<file path="src/rtl/mem_responder_if.sv">
// Core memory-request bus between a requester (fetch/load-store) and mem_responder.
// The requester holds a request until it sees the one-cycle mem_done pulse.
interface mem_responder_if;
    logic [63:0] mem_address;
    logic [1:0]  mem_datasize;
    logic        mem_read;
    logic        mem_write;
    logic [63:0] mem_writedata;
    logic [63:0] mem_readdata;
    logic        mem_done;

    modport master (
        output mem_address, mem_datasize, mem_read, mem_write, mem_writedata,
        input  mem_readdata, mem_done
    );

    modport slave (
        input  mem_address, mem_datasize, mem_read, mem_write, mem_writedata,
        output mem_readdata, mem_done
    );
endinterface

</file>
<file path="src/rtl/mem_responder.sv">
// Serves one core memory request at a time over a 32-bit Avalon-MM master port.
// Octa accesses become two big-endian tetra beats; sub-word accesses use byte lanes.
module mem_responder #(
    parameter int ADDR_W = 26
) (
    input  logic                clk,
    input  logic                reset_n,
    mem_responder_if.slave      bus,
    output logic [ADDR_W-3:0]   avm_address,
    output logic                avm_read,
    output logic                avm_write,
    output logic [31:0]         avm_writedata,
    output logic [3:0]          avm_byteenable,
    input  logic                avm_waitrequest,
    input  logic [31:0]         avm_readdata,
    input  logic                avm_readdatavalid
);

    typedef enum logic [1:0] {IDLE, CMD, RDATA, DONE} state_t;

    state_t              state, state_next;
    logic                beat, beat_next;
    logic                is_read;
    logic [1:0]          size_q;
    logic [ADDR_W-1:0]   addr_q;
    logic [63:0]         wdata_q;
    logic [63:0]         readdata_q;
    logic                latch, capture, done;
    logic                last_beat;

    // Big-endian lane map: byte offset 0 lives in bits [31:24] / byteenable bit 3.
    function automatic logic [3:0] lane_be(input logic [1:0] size, input logic [1:0] off);
        case (size)
            2'd0:    lane_be = 4'b1000 >> off;
            2'd1:    lane_be = off[1] ? 4'b0011 : 4'b1100;
            default: lane_be = 4'b1111;
        endcase
    endfunction

    function automatic logic [31:0] lane_wdata(input logic [1:0] size, input logic bt,
                                               input logic [63:0] wd);
        case (size)
            2'd0:    lane_wdata = {4{wd[7:0]}};
            2'd1:    lane_wdata = {2{wd[15:0]}};
            2'd2:    lane_wdata = wd[31:0];
            default: lane_wdata = bt ? wd[31:0] : wd[63:32];
        endcase
    endfunction

    function automatic logic [31:0] lane_extract(input logic [1:0] size, input logic [1:0] off,
                                                 input logic [31:0] rd);
        lane_extract = rd;
        if (size == 2'd0) begin
            case (off)
                2'd0:    lane_extract = {24'b0, rd[31:24]};
                2'd1:    lane_extract = {24'b0, rd[23:16]};
                2'd2:    lane_extract = {24'b0, rd[15:8]};
                default: lane_extract = {24'b0, rd[7:0]};
            endcase
        end else if (size == 2'd1) begin
            lane_extract = off[1] ? {16'b0, rd[15:0]} : {16'b0, rd[31:16]};
        end
    endfunction

    assign last_beat        = (size_q != 2'd3) || beat;
    assign bus.mem_readdata = readdata_q;
    assign bus.mem_done     = done;

    always_ff @(posedge clk or negedge reset_n) begin
        if (!reset_n) begin
            state      <= IDLE;
            beat       <= 1'b0;
            is_read    <= 1'b0;
            size_q     <= 2'd0;
            addr_q     <= '0;
            wdata_q    <= '0;
            readdata_q <= '0;
        end else begin
            state <= state_next;
            beat  <= beat_next;
            if (latch) begin
                addr_q  <= bus.mem_address[ADDR_W-1:0];
                size_q  <= bus.mem_datasize;
                wdata_q <= bus.mem_writedata;
                is_read <= bus.mem_read;
            end
            if (capture) begin
                if (size_q == 2'd3) begin
                    if (beat) readdata_q[31:0]  <= avm_readdata;
                    else      readdata_q[63:32] <= avm_readdata;
                end else begin
                    readdata_q <= {32'b0, lane_extract(size_q, addr_q[1:0], avm_readdata)};
                end
            end
        end
    end

    always_comb begin
        state_next     = state;
        beat_next      = beat;
        latch          = 1'b0;
        capture        = 1'b0;
        done           = 1'b0;
        avm_read       = 1'b0;
        avm_write      = 1'b0;
        avm_address    = '0;
        avm_byteenable = 4'b0000;
        avm_writedata  = 32'b0;
        case (state)
            IDLE: begin
                beat_next = 1'b0;
                if (bus.mem_read || bus.mem_write) begin
                    latch      = 1'b1;
                    state_next = CMD;
                end
            end
            CMD: begin
                avm_read       = is_read;
                avm_write      = !is_read;
                avm_address    = (size_q == 2'd3) ? {addr_q[ADDR_W-1:3], beat} : addr_q[ADDR_W-1:2];
                avm_byteenable = lane_be(size_q, addr_q[1:0]);
                avm_writedata  = lane_wdata(size_q, beat, wdata_q);
                if (!avm_waitrequest) begin
                    if (is_read) begin
                        state_next = RDATA;
                    end else if (last_beat) begin
                        state_next = DONE;
                    end else begin
                        beat_next = 1'b1;
                    end
                end
            end
            RDATA: begin
                if (avm_readdatavalid) begin
                    capture = 1'b1;
                    if (last_beat) begin
                        state_next = DONE;
                    end else begin
                        beat_next  = 1'b1;
                        state_next = CMD;
                    end
                end
            end
            default: begin
                // Requests are deliberately not sampled here so a held request cannot re-issue.
                done       = 1'b1;
                beat_next  = 1'b0;
                state_next = IDLE;
            end
        endcase
    end

endmodule

</file>
<file path="src/flat_wrapper.sv">
// flat-port wrapper written by rule: the top's interface ports become plain ports
module mem_responder_flat 
#(
    parameter int ADDR_W = 26
)
  (clk, reset_n, avm_address, avm_read, avm_write, avm_writedata, avm_byteenable, avm_waitrequest, avm_readdata, avm_readdatavalid, bus_mem_address, bus_mem_datasize, bus_mem_read, bus_mem_write, bus_mem_writedata, bus_mem_readdata, bus_mem_done);
  mem_responder_if bus_i ();
  input  logic clk;
  input  logic reset_n;
  output logic [ADDR_W-3:0] avm_address;
  output logic avm_read;
  output logic avm_write;
  output logic [31:0] avm_writedata;
  output logic [3:0] avm_byteenable;
  input  logic avm_waitrequest;
  input  logic [31:0] avm_readdata;
  input  logic avm_readdatavalid;
  input wire logic [$bits(bus_i.mem_address)-1:0] bus_mem_address;
  input wire logic [$bits(bus_i.mem_datasize)-1:0] bus_mem_datasize;
  input wire logic [$bits(bus_i.mem_read)-1:0] bus_mem_read;
  input wire logic [$bits(bus_i.mem_write)-1:0] bus_mem_write;
  input wire logic [$bits(bus_i.mem_writedata)-1:0] bus_mem_writedata;
  output wire logic [$bits(bus_i.mem_readdata)-1:0] bus_mem_readdata;
  output wire logic [$bits(bus_i.mem_done)-1:0] bus_mem_done;
  assign bus_i.mem_address = bus_mem_address;
  assign bus_i.mem_datasize = bus_mem_datasize;
  assign bus_i.mem_read = bus_mem_read;
  assign bus_i.mem_write = bus_mem_write;
  assign bus_i.mem_writedata = bus_mem_writedata;
  assign bus_mem_readdata = bus_i.mem_readdata;
  assign bus_mem_done = bus_i.mem_done;
  mem_responder #(.ADDR_W(ADDR_W)) u_core (.clk(clk), .reset_n(reset_n), .bus(bus_i), .avm_address(avm_address), .avm_read(avm_read), .avm_write(avm_write), .avm_writedata(avm_writedata), .avm_byteenable(avm_byteenable), .avm_waitrequest(avm_waitrequest), .avm_readdata(avm_readdata), .avm_readdatavalid(avm_readdatavalid));
endmodule
</file>
<file path="config.mk">
export PLATFORM = sky130hd
export DESIGN_NAME = mem_responder_flat
export DESIGN_NICKNAME = d
export VERILOG_FILES = /design/src/rtl/mem_responder_if.sv /design/src/rtl/mem_responder.sv /design/src/flat_wrapper.sv
export SDC_FILE = /design/constraint.sdc
export NUM_CORES = 1
export LEC_CHECK = 0
export CORE_UTILIZATION = 42
export CTS_BUF_LIST = sky130_fd_sc_hd__clkbuf_2
export CTS_CLUSTER_SIZE = 30
export DETAILED_ROUTE_END_ITERATION = 12
export HOLD_SLACK_MARGIN = 0.05
export PLACE_DENSITY = 0.77
export RECOVER_POWER = 50
export SETUP_SLACK_MARGIN = 0.5
export SYNTH_ARGS = -nofsm -noshare
export SYNTH_HDL_FRONTEND = slang
export SYNTH_SLANG_ARGS = --single-unit
</file>
<file path="constraint.sdc">
create_clock -name clk -period 2.2 [get_ports clk]
set_input_delay 0.44 -clock clk [delete_from_list [all_inputs] [get_ports clk]]
set_output_delay 0.44 -clock clk [all_outputs]
set_load 0.01 [all_outputs]
</file>
* After elaboration in Yosys (flattened, before gate mapping)
Index checks and enable logic that the tools add are counted.
** Operators by class
- Muxes and demuxes :: 34
- Eq/ne operators :: 15
- Reduce and logical (&&, ||, !) cells :: 11
- Shift operators :: 1
** Operators with widths (count)
- $mux W32 :: 6
- $pmux W32 S3 :: 1
- $mux W64 :: 1
- $mux W24 :: 1
- $pmux W8 S3 :: 1
- $mux W16 :: 1
- $mux W1 :: 12
- $mux W2 :: 6
- $ne A2 B2 Y1 const B :: 5
- $eq A2 B2 Y1 const B :: 4
- $mux W4 :: 2
- $pmux W4 S2 :: 1
- $eq A2 B1 Y1 const B :: 3
- $logic_not A2 Y1 :: 3
- $pmux W2 S3 :: 1
- $ne A2 B1 Y1 const B :: 2
- $reduce_and A2 Y1 :: 2
- $reduce_and A4 Y1 :: 1
- $shr A4 B2 Y4 const A :: 1
- $ne A3 B1 Y1 const B :: 1
- $reduce_and A3 Y1 :: 1
- $reduce_or A3 Y1 :: 1
- $logic_or A1 B1 Y1 :: 2
- $pmux W1 S2 :: 1
- $logic_not A1 Y1 :: 1
** Word-level totals
- Output and inout port bits :: 127
- Logic and storage cells :: 69
- Bits in registers :: 160
- Bits of input ports :: 168

* Depth between registers and ports, before layout
Gate-level depths: netlist (run 1).
- Word-level depth :: 6
- Depth in mapped cells :: 8
- Mapped depth without buffers :: 6

* Worst setup path after synthesis (run 1)
OpenSTA, ideal clock, no wires.
- Path kind :: flip-flop to output port
- From :: reg u_core.state[1]
- To :: out avm_address[0]
- Data arrival time :: 1472 ps
- Required time :: 1760 ps
- Cell stages (with the launch flop) :: 7
- Slack :: 288 ps
- Buffers on the path :: 2
- Path through :: dfrtp_1 > inv_1 > ha_1 > clkbuf_1 > clkbuf_1 > o21ai_0 > nor2_1
** On the way
- Longest elaborated chain between the ends :: 2
** RTL lines
- start, declared :: RTL line mem_responder.sv:21 : state_t state, state_next;
- start signal, assigned :: RTL line mem_responder.sv:79 : state <= state_next;
- $eq A2 B1 Y1 :: RTL line mem_responder.sv:109 : case (state)
- $mux W24 :: RTL line mem_responder.sv:109
- end, declared :: RTL line flat_wrapper.sv:10 : output logic [ADDR_W-3:0] avm_address;
Every way passes these cells.

* Worst setup path in the final report (run 1)
- From :: reg u_core.size_q[0]
- To :: out avm_writedata[26]
** On the way
- Longest elaborated chain between the ends :: 3
- Elaborated cells on any way between the ends :: 5
- Classes of those cells :: 2 x eq/ne; 2 x mux; 1 x reduce/logical
** RTL lines
- start, declared :: RTL line mem_responder.sv:24 : logic [1:0] size_q;
- start signal, assigned :: RTL line mem_responder.sv:83 : size_q <= bus.mem_datasize;
- $eq A2 B2 Y1, or another cell as far along :: RTL line mem_responder.sv:42 : case (size)
- $pmux W32 S3 * :: RTL line mem_responder.sv:42
- $mux W32 * :: RTL line mem_responder.sv:109
- end, declared :: RTL line flat_wrapper.sv:13 : output logic [31:0] avm_writedata;
Mark *: on every way between the ends. The rest lies on a longest branch, timed or not.

==> results of run 1 <==
## per-stage QoR
| stage | cells | area (um2) | utilization |
|---|---|---|---|
| after floorplan | 744 | 7657 | - |
| after global placement | 1216 | 10700 | 0.5977 |
| after detailed placement | 1216 | 10700 | 0.5977 |
| after CTS | 1309 | 12010 | 0.6710 |
| after global routing | 1359 | 13540 | 0.7566 |
| final | 1359 | 13540 | 0.7566 |
## per-layer routing
metal  part of all wire  vias up
met5                  0        -
met1               0.36     3899
met4              0.047        0
met2               0.50      480
li1                   -     3300
met3              0.086      117
## where the power goes
part / leakage, nW / total, mW / internal [mW] / switching, mW
logic: 4.52 / 14.4 / 7.96 / 6.43
registers: 1.95 / 5.71 / 4.42 / 1.29
clock network: 0.131 / 1.57 / 0.410 / 1.16
total: 6.60 / 21.7 / 12.8 / 8.88
## flip-flops by register name, summed over array words and instances (netlist names)
name and flops:
u_core.bus.mem_readdata 64, u_core.size_q 2, u_core.beat 1, u_core.is_read 1, u_core.addr_q 26, u_core.state 2, u_core.wdata_q 64
## how the worst max path moves through the flow
stage                startpoint                end  depth (start not counted)
6_report       u_core.size_q[0]  avm_writedata[26]                          7
3_5_place_dp    u_core.state[1]     avm_address[0]                          6
3_3_place_gp    u_core.state[1]     avm_address[0]                          6
2_1_floorplan   u_core.state[1]     avm_address[0]                          6
4_1_cts        u_core.size_q[0]  avm_writedata[13]                          6
5_1_grt        u_core.size_q[0]  avm_writedata[26]                          7
## cell type report
class                   instances  area share
flip-flops and latches        160      0.2959
diodes                          1   0.0001848
repair buffers                409      0.3255
multi-input cells             522      0.3401
inverters                       6    0.001848
clock inverters                14    0.008591
clock buffers                  18    0.006651
well taps                     229     0.02115
## placed cells by master (no fill, tap or decap), types with 23 or more instances in the layout
cell             netlist  final
dfrtp_1              160    157
nand2_1              164    128
clkdlybuf4s50_1        0    128
buf_6                  2     92
mux2_4                 0     87
buf_2                 32     71
buf_4                  4     56
nand3_2                0     50
and2_4                 0     24
nand2_2                0     23
## cells by family after synthesis
kind of cell,share of synthesized area
compound gates,0.08859
fa+ha+maj,0.006538
buf+inv,0.03955
flops,0.5230
mux,0.1657
simple gates,0.1765
## repair_timing
item | 4_1_cts | 5_1_grt
setup endpoints to repair | 247 | 260
hold buffers | 1 | 0
endpoints found under the hold margin | 160 | 0
cloned | 17 | 10
resized for setup | 741 | 233
pin swaps | 69 | 48
setup buffers | 43 | 39
==> results_dict.tcl, run 1 <==
set metrics [dict create \
    status "complete, but fails checks" \
    failed_checks "capacitance limit, slew limit, setup timing" \
    met1_usage 0.3373 \
    path_class "flop to output pin" \
    avgViaCountPerCell 5.737 \
    htree_levels 4 \
    drc 0 \
    period_needed_ns 2.891 \
    fillCellCount 1067 \
    synthTopCellsByArea "dfrtp_1 52%, mux2_2 15%, nand2_1 8.0%" \
    core_mm2 0.01790 \
    ys_top_cells_by_count "164 x nand2_1, 160 x dfrtp_1, 102 x mux2_2, 57 x nand3_1" \
    min_to "u_core.wdata_q[59]" \
    io_buffers 256 \
    ff_latch_area_mm2 0.004008 \
    cts_tree "built" \
    drive_gt1_frac 0.5350 \
    nNetsFinal 1288 \
    power.total_mw 21.67 \
    grt_max_degree 55 \
    timing.final.crit_share 1.314 \
    powerDensity_mw_per_mm2 1600 \
    hold_depth 2 \
    synth-edff-count 0 \
    hold_class "input port to flop" \
    hold_ws_ns 0.2338 \
    clk_path_buf_depth 2 \
    slowest_stage "dfrtp_2" \
    grt_pass1_wl_um 40130 \
    grtUsageMet3 0.07296 \
    ant_nets 0 \
    critPathMaxFanout 4 \
    clock_skew_ns 0.03692 \
    peakVddDrop_uv 956.5 \
    synth_cell_types 33 \
    r2r-start "u_core.size_q[0]" \
    fin_ws_ns -0.6911 \
    cp.arrival_ns 2.45 \
    clkSinkCount 160 \
    routed_wl_um 32650 \
    wire_per_inst_um 24.02 \
    drt-initial-drc-count 693 \
    synth_seq_cells 160 \
    grt_busiest_layer "met2" \
    critPathTopFamily "flip-flops" \
    leakage_nw 6.596 \
    synth_area_mm2 0.007655 \
    root_buffer "clkbuf_2" \
    tightest_slew_ns 1.765 \
    synth_ff_type "dfrtp_1" \
    synthArstFlopShare 1.000 \
    cts_made_buffers 17 \
    finalHoldViolCount 0 \
    die_h_um 137.0 \
    fp.dieW_um 137.0 \
    grt_overflow 0 \
    gp_congestion 0.8624 \
    grt_usage 0.2903 \
    setup_tns_ns -27.37 \
    r2r_cells 12 \
    endpoint_kind "output pin" \
    synth.top_cell.area_share 0.5230 \
    setup_viol 142 \
    clk_pin_slew_worst_paths_ns 0.27 \
    path_cells "buf_6 -> buf_4 -> mux2i_1 -> nor2_2 -> a31oi_1 -> a21boi_2 -> buf_2" \
    clk_latency_ns 0.78 \
    hold_start "bus_mem_writedata[59]" \
    hpwl_um 16100 \
    ys_seq_area_frac 0.5230 \
    maxSlewViolCount 37 \
    reg2reg_slack_ns -0.10 \
    antenna_found_initial 1 \
    grt_pass1_vias 7109 \
    preCtsSetupSlack_ns -0.06742 \
    area_growth_pct 76.94 \
    syn_inst 744 \
    dieArea_mm2 0.01877 \
    rows 49 \
    yosysMostFrequentCell "nand2_1" \
    syn_area_per_cell_um2 10.29 \
    drt-pass1-iter-count 7 \
    reg2reg_to "u_core.bus.mem_readdata[25]" \
    grtUsageMet2 0.5000 \
    fmax_mhz 345.9 \
    start_util 0.4276 \
    io_pins 295 \
    synth_nets 916 \
    cp.required_ns 1.76 \
    slew_headroom -0.1768 \
    rsz0062_at_grt "true" \
    cp_num_buf_inv 3 \
    num_vias 7796 \
    multi_input_area_mm2 0.004607 \
    crit_path_start_kind "flop" \
    max_stage_delay_ns 0.52 \
    synth_area_leader_cell "dfrtp_1" \
    cap_violations 1 \
    yosys_warnings 0 \
]
No activity file was read; power rests on OpenSTA's default activity.
==> run 2, diff against run 1 <==
--- a/config.mk
+++ b/config.mk
@@ -9,8 +9,8 @@
 export CTS_BUF_LIST = sky130_fd_sc_hd__clkbuf_2
 export CTS_CLUSTER_SIZE = 30
 export DETAILED_ROUTE_END_ITERATION = 12
+export DONT_BUFFER_PORTS = 1
 export HOLD_SLACK_MARGIN = 0.05
-export PLACE_DENSITY = 0.77
 export RECOVER_POWER = 50
 export SETUP_SLACK_MARGIN = 0.5
 export SYNTH_ARGS = -nofsm -noshare
==> results_dict.tcl, run 2 (synthesized netlist as in run 1, its figures left out) <==
set metrics [dict create \
    status "complete, but fails checks" \
    crit_path_start_kind "flop" \
    holdBufCountCts 125 \
    peakVddDrop_uv 878.1 \
    routed_wl_um 29020 \
    cp.required_ns 1.76 \
    endpoint_kind "output pin" \
    grt_pass1_wl_um 41030 \
    fillCellCount 1250 \
    mostFrequentLayoutCell "dfrtp_1" \
    rsz0062_at_grt "true" \
    timing.final.crit_share 1.189 \
    drt-pass1-iter-count 5 \
    ff_latch_area_mm2 0.004010 \
    setup_viol 62 \
    finalHoldViolCount 160 \
    leakage_nw 5.488 \
    io_pins 295 \
    r2r_cells 11 \
    multi_input_area_mm2 0.004348 \
    ant_nets 0 \
    cp_num_buf_inv 1 \
    clk_latency_ns 0.75 \
    core_mm2 0.01790 \
    wire_per_inst_um 24.55 \
    clk_path_buf_depth 2 \
    fp.dieW_um 137.0 \
    clock_skew_ns 0.03333 \
    cap_violations 0 \
    reg2reg_slack_ns 0.15 \
    num_vias 6764 \
    path_class "flop to output pin" \
    layout_common_cells "155 x dfrtp_1, 140 x nand2_1, 125 x dlygate4sd3_1" \
    setup_tns_ns -15.74 \
    fin_ws_ns -0.4148 \
    area_growth_pct 54.04 \
    gp_congestion 0.8403 \
    io_buffers 0 \
    critPathMaxFanout 22 \
    dieArea_mm2 0.01877 \
    clk_pin_slew_worst_paths_ns 0.25 \
    cts_made_buffers 17 \
    cts_tree "built" \
    max_stage_delay_ns 0.55 \
    grt_pass1_vias 7164 \
    period_needed_ns 2.615 \
    hpwl_um 14420 \
    die_h_um 137.0 \
    drive_gt1_frac 0.4023 \
    hold_class "input port to asynchronous set/reset pin" \
    grt_max_degree 161 \
    preCtsSetupSlack_ns 0.1420 \
    path_cells "buf_8 -> nor2_1 -> a31oi_1 -> a21boi_2" \
    critPathTopFamily "flip-flops" \
    maxSlewViolCount 0 \
    grt_usage 0.2960 \
    utilization 0.6587 \
    grt_overflow 0 \
    htree_levels 4 \
    nNetsFinal 1111 \
    antenna_found_initial 1 \
    slowest_stage "dfrtp_2" \
    slew_headroom 0.6783 \
    hold_ws_ns -0.6367 \
    reg2reg_to "u_core.addr_q[24]" \
    drt-initial-drc-count 504 \
    powerDensity_mw_per_mm2 1621 \
    tightest_slew_ns 0.4825 \
    r2r-start "u_core.state[0]" \
    root_buffer "clkbuf_2" \
    clkSinkCount 160 \
    drc 0 \
    cp.arrival_ns 2.17 \
    start_util 0.4276 \
    failed_checks "hold timing, setup timing" \
    fmax_mhz 382.4 \
    avgViaCountPerCell 5.723 \
    rows 49 \
]
## run 2: where the power goes
| part | internal (mW) | total (mW) | switching (mW) |
|---|---|---|---|
| combinational | 6.18 | 11.3 | 5.15 |
| clock | 0.539 | 1.68 | 1.14 |
| sequential | 4.42 | 6.11 | 1.69 |
| total | 11.1 | 19.1 | 7.98 |
## run 2: repair_timing
item / CTS / global route
pin swaps: 46 / 32
cloned: 18 / 4
hold endpoints to repair: 317 / 160
resized for setup: 222 / 99
buffers inserted: 49 / 6
setup endpoints to repair: 251 / 283
## run 2: layer usage
metal / vias up / track usage / part of all wire
met5: - / 0 / 0
met4: 0 / 0.1484 / 0.029
met3: 69 / 0.07519 / 0.072
met2: 320 / 0.5269 / 0.54
met1: 3429 / 0.3248 / 0.36
li1: 2946 / - / -
## run 2: area by class of cell
type | instances | share of cell area
clock inverters | 12 | 0.01135
well taps | 229 | 0.02430
flip-flops and latches | 160 | 0.3401
diodes | 1 | 0.0002122
clock buffers | 20 | 0.008489
repair buffers | 231 | 0.2443
multi-input cells | 523 | 0.3687
inverters | 6 | 0.002547
## run 2: worst max-delay path by stage
stage                          start           endpoint  slack [ns]  cells past startpoint
floorplan            u_core.state[1]     avm_address[0]        0.47                      6
global placement    u_core.size_q[0]  avm_writedata[10]        0.17                      5
detailed placement  u_core.size_q[0]  avm_writedata[10]        0.14                      5
CTS                 u_core.size_q[0]   avm_writedata[9]       -0.38                      5
global route        u_core.size_q[1]  avm_writedata[29]       -0.59                      4
finish              u_core.size_q[1]  avm_writedata[29]       -0.41                      4
## run 2: through the flow
stage | instance area (um2) | total power [mW] | instances
4_1_cts | 11230 | 17.56 | 1171
3_3_place_gp | 7986 | 11.55 | 947
2_1_floorplan | 7657 | 10.08 | 744
5_1_grt | 11790 | 20.00 | 1182
3_5_place_dp | 7986 | 11.81 | 947
6_report | 11790 | 19.12 | 1182
==> run 3, diff against run 2 <==
--- a/config.mk
+++ b/config.mk
@@ -5,14 +5,16 @@
 export SDC_FILE = /design/constraint.sdc
 export NUM_CORES = 1
 export LEC_CHECK = 0
+export CORE_MARGIN = 2
 export CORE_UTILIZATION = 42
 export CTS_BUF_LIST = sky130_fd_sc_hd__clkbuf_2
 export CTS_CLUSTER_SIZE = 30
 export DETAILED_ROUTE_END_ITERATION = 12
 export DONT_BUFFER_PORTS = 1
 export HOLD_SLACK_MARGIN = 0.05
+export PLACE_DENSITY_LB_ADDON = 0.1
 export RECOVER_POWER = 50
-export SETUP_SLACK_MARGIN = 0.5
+export SETUP_SLACK_MARGIN = 0.02
 export SYNTH_ARGS = -nofsm -noshare
 export SYNTH_HDL_FRONTEND = slang
 export SYNTH_SLANG_ARGS = --single-unit
==> results_dict.tcl, run 3 (synthesized netlist as in run 1, its figures left out) <==
set metrics [dict create \
    finalHoldViolCount 160 \
    path_class "flop to output pin" \
    cts_made_buffers 17 \
    drc 0 \
    slew_headroom 0.4985 \
    drt-pass1-iter-count 6 \
    ant_nets 0 \
    holdBufCountCts 128 \
    fillCellCount 1471 \
    grt_max_degree 161 \
    utilization 0.6013 \
    clk_path_buf_depth 2 \
    cp.required_ns 1.76 \
    cp.arrival_ns 2.11 \
    slowest_stage "dfrtp_1" \
    cap_violations 0 \
    die_h_um 139.0 \
    wire_per_inst_um 21.25 \
    antenna_found_initial 1 \
    dieArea_mm2 0.01932 \
    hpwl_um 15350 \
    clk_latency_ns 0.73 \
    period_needed_ns 2.546 \
    nNetsFinal 1095 \
    path_cells "buf_6 -> and3b_2 -> buf_12 -> nand2_1 -> a21boi_1 -> buf_4" \
    fmax_mhz 392.8 \
    tightest_slew_ns 0.7502 \
    critPathMaxFanout 6 \
    layout_common_cells "157 x dfrtp_1, 136 x nand2_1, 128 x dlygate4sd3_1" \
    clkSinkCount 160 \
    leakage_nw 4.954 \
    io_pins 295 \
    root_buffer "clkbuf_2" \
    grt_pass1_vias 6615 \
    fp.dieW_um 139.0 \
    htree_levels 4 \
    crit_path_start_kind "flop" \
    timing.final.crit_share 1.157 \
    status "complete, but fails checks" \
    mostFrequentLayoutCell "dfrtp_1" \
    gp_congestion 0.8522 \
    fin_ws_ns -0.3461 \
    hold_ws_ns -0.6342 \
    start_util 0.4276 \
    routed_wl_um 24790 \
    clock_skew_ns 0.05417 \
    drive_gt1_frac 0.3568 \
    max_stage_delay_ns 0.45 \
    avgViaCountPerCell 5.448 \
    cts_tree "built" \
    maxSlewViolCount 0 \
    clk_pin_slew_worst_paths_ns 0.28 \
    setup_viol 61 \
    endpoint_kind "output pin" \
    rsz0062_at_grt "true" \
    rows 49 \
    grt_pass1_wl_um 37020 \
    grt_usage 0.2452 \
    grt_overflow 0 \
    core_mm2 0.01790 \
    powerDensity_mw_per_mm2 1525 \
    hold_class "input port to asynchronous set/reset pin" \
    failed_checks "hold timing, setup timing" \
    area_growth_pct 40.62 \
    peakVddDrop_uv 725.8 \
    setup_tns_ns -12.21 \
    io_buffers 0 \
    power.total_mw 16.42 \
    num_vias 6358 \
    drt-initial-drc-count 349 \
]
## run 3: cell count changes in the layout (fill, tap and decap cells not counted), moves of 5 or more
| cell | previous run | this run |
|---|---|---|
| a21boi_2 | 3 | 9 |
| nand2_4 | 11 | 19 |
| o211a_1 | 0 | 8 |
| nor2_2 | 8 | 3 |
| mux2_4 | 66 | 5 |
| a21boi_4 | 8 | 0 |
| a31oi_4 | 2 | 7 |
| buf_16 | 18 | 0 |
| buf_8 | 10 | 1 |
| buf_4 | 33 | 49 |
| nor2_1 | 20 | 27 |
| buf_12 | 19 | 11 |
| mux2_2 | 36 | 97 |
| o211a_4 | 8 | 0 |
## run 3: report_power, final
group          leakage [nW]  internal, mW  switching, mW  total (mW)
logic                  2.87          4.51           4.33        8.85
registers              1.95          4.42           1.54        5.96
clock network         0.133         0.523           1.09        1.61
total                  4.95          9.46           6.96        16.4
## run 3: metal layers
layer	vias up	GRT usage	routed length (um)
li1	2911	-	-
met4	0	0.07390	595
met5	-	0	0
met3	45	0.07769	1658
met2	236	0.4387	13190
met1	3166	0.2808	9349
## run 3: timing repair
item,CTS,global route
hold endpoints to repair,318,160
setup endpoints to repair,62,64
resized for setup,100,109
gates cloned,3,4
pin swaps,14,40
setup buffers,21,21
## run 3: final timing paths
kind                                   start                          end  slack, ns  cells past startpoint
max reg2reg                  u_core.state[0]  u_core.bus.mem_readdata[18]       0.23                      6
min in group clk                bus_mem_read              u_core.state[1]       0.18                      4
min                                  reset_n  u_core.bus.mem_readdata[21]      -0.63                      0
max                              u_core.beat            avm_writedata[26]      -0.35                      6
max in group asynchronous            reset_n             u_core.size_q[0]       2.48                      0
min reg2reg                u_core.addr_q[14]            u_core.addr_q[14]       0.54                      1
## run 3: worst max-delay path: cells and delay by family, from the launching register on
| kind | cells | cell delay [ns] |
|---|---|---|
| AND/OR/NAND/NOR | 2 | 0.37 |
| flip-flops | 1 | 0.45 |
| buffers and inverters | 3 | 0.46 |
| AO/OA/AOI/OAI | 1 | 0.14 |
## run 3: metrics by stage
step	instance area [um2]	std cells	setup slack [ns]
finish	10760	1167	-0.3461
global route	10760	1167	-0.5034
CTS	10080	1143	-0.4088
detailed placement	8064	960	0.2339
global placement	8064	960	0.2752
floorplan	7655	744	0.2885
## run 3: final cells by class
type	count	area [um2]	area share
flip-flops and latches	160	4008	0.3723
multi-input cells	522	3969	0.3687
repair buffers	216	2243	0.2084
well taps	229	286.5	0.02662
clock inverters	14	137.6	0.01279
clock buffers	18	90.09	0.008369
inverters	6	25.02	0.002325
diodes	2	5.005	0.0004650
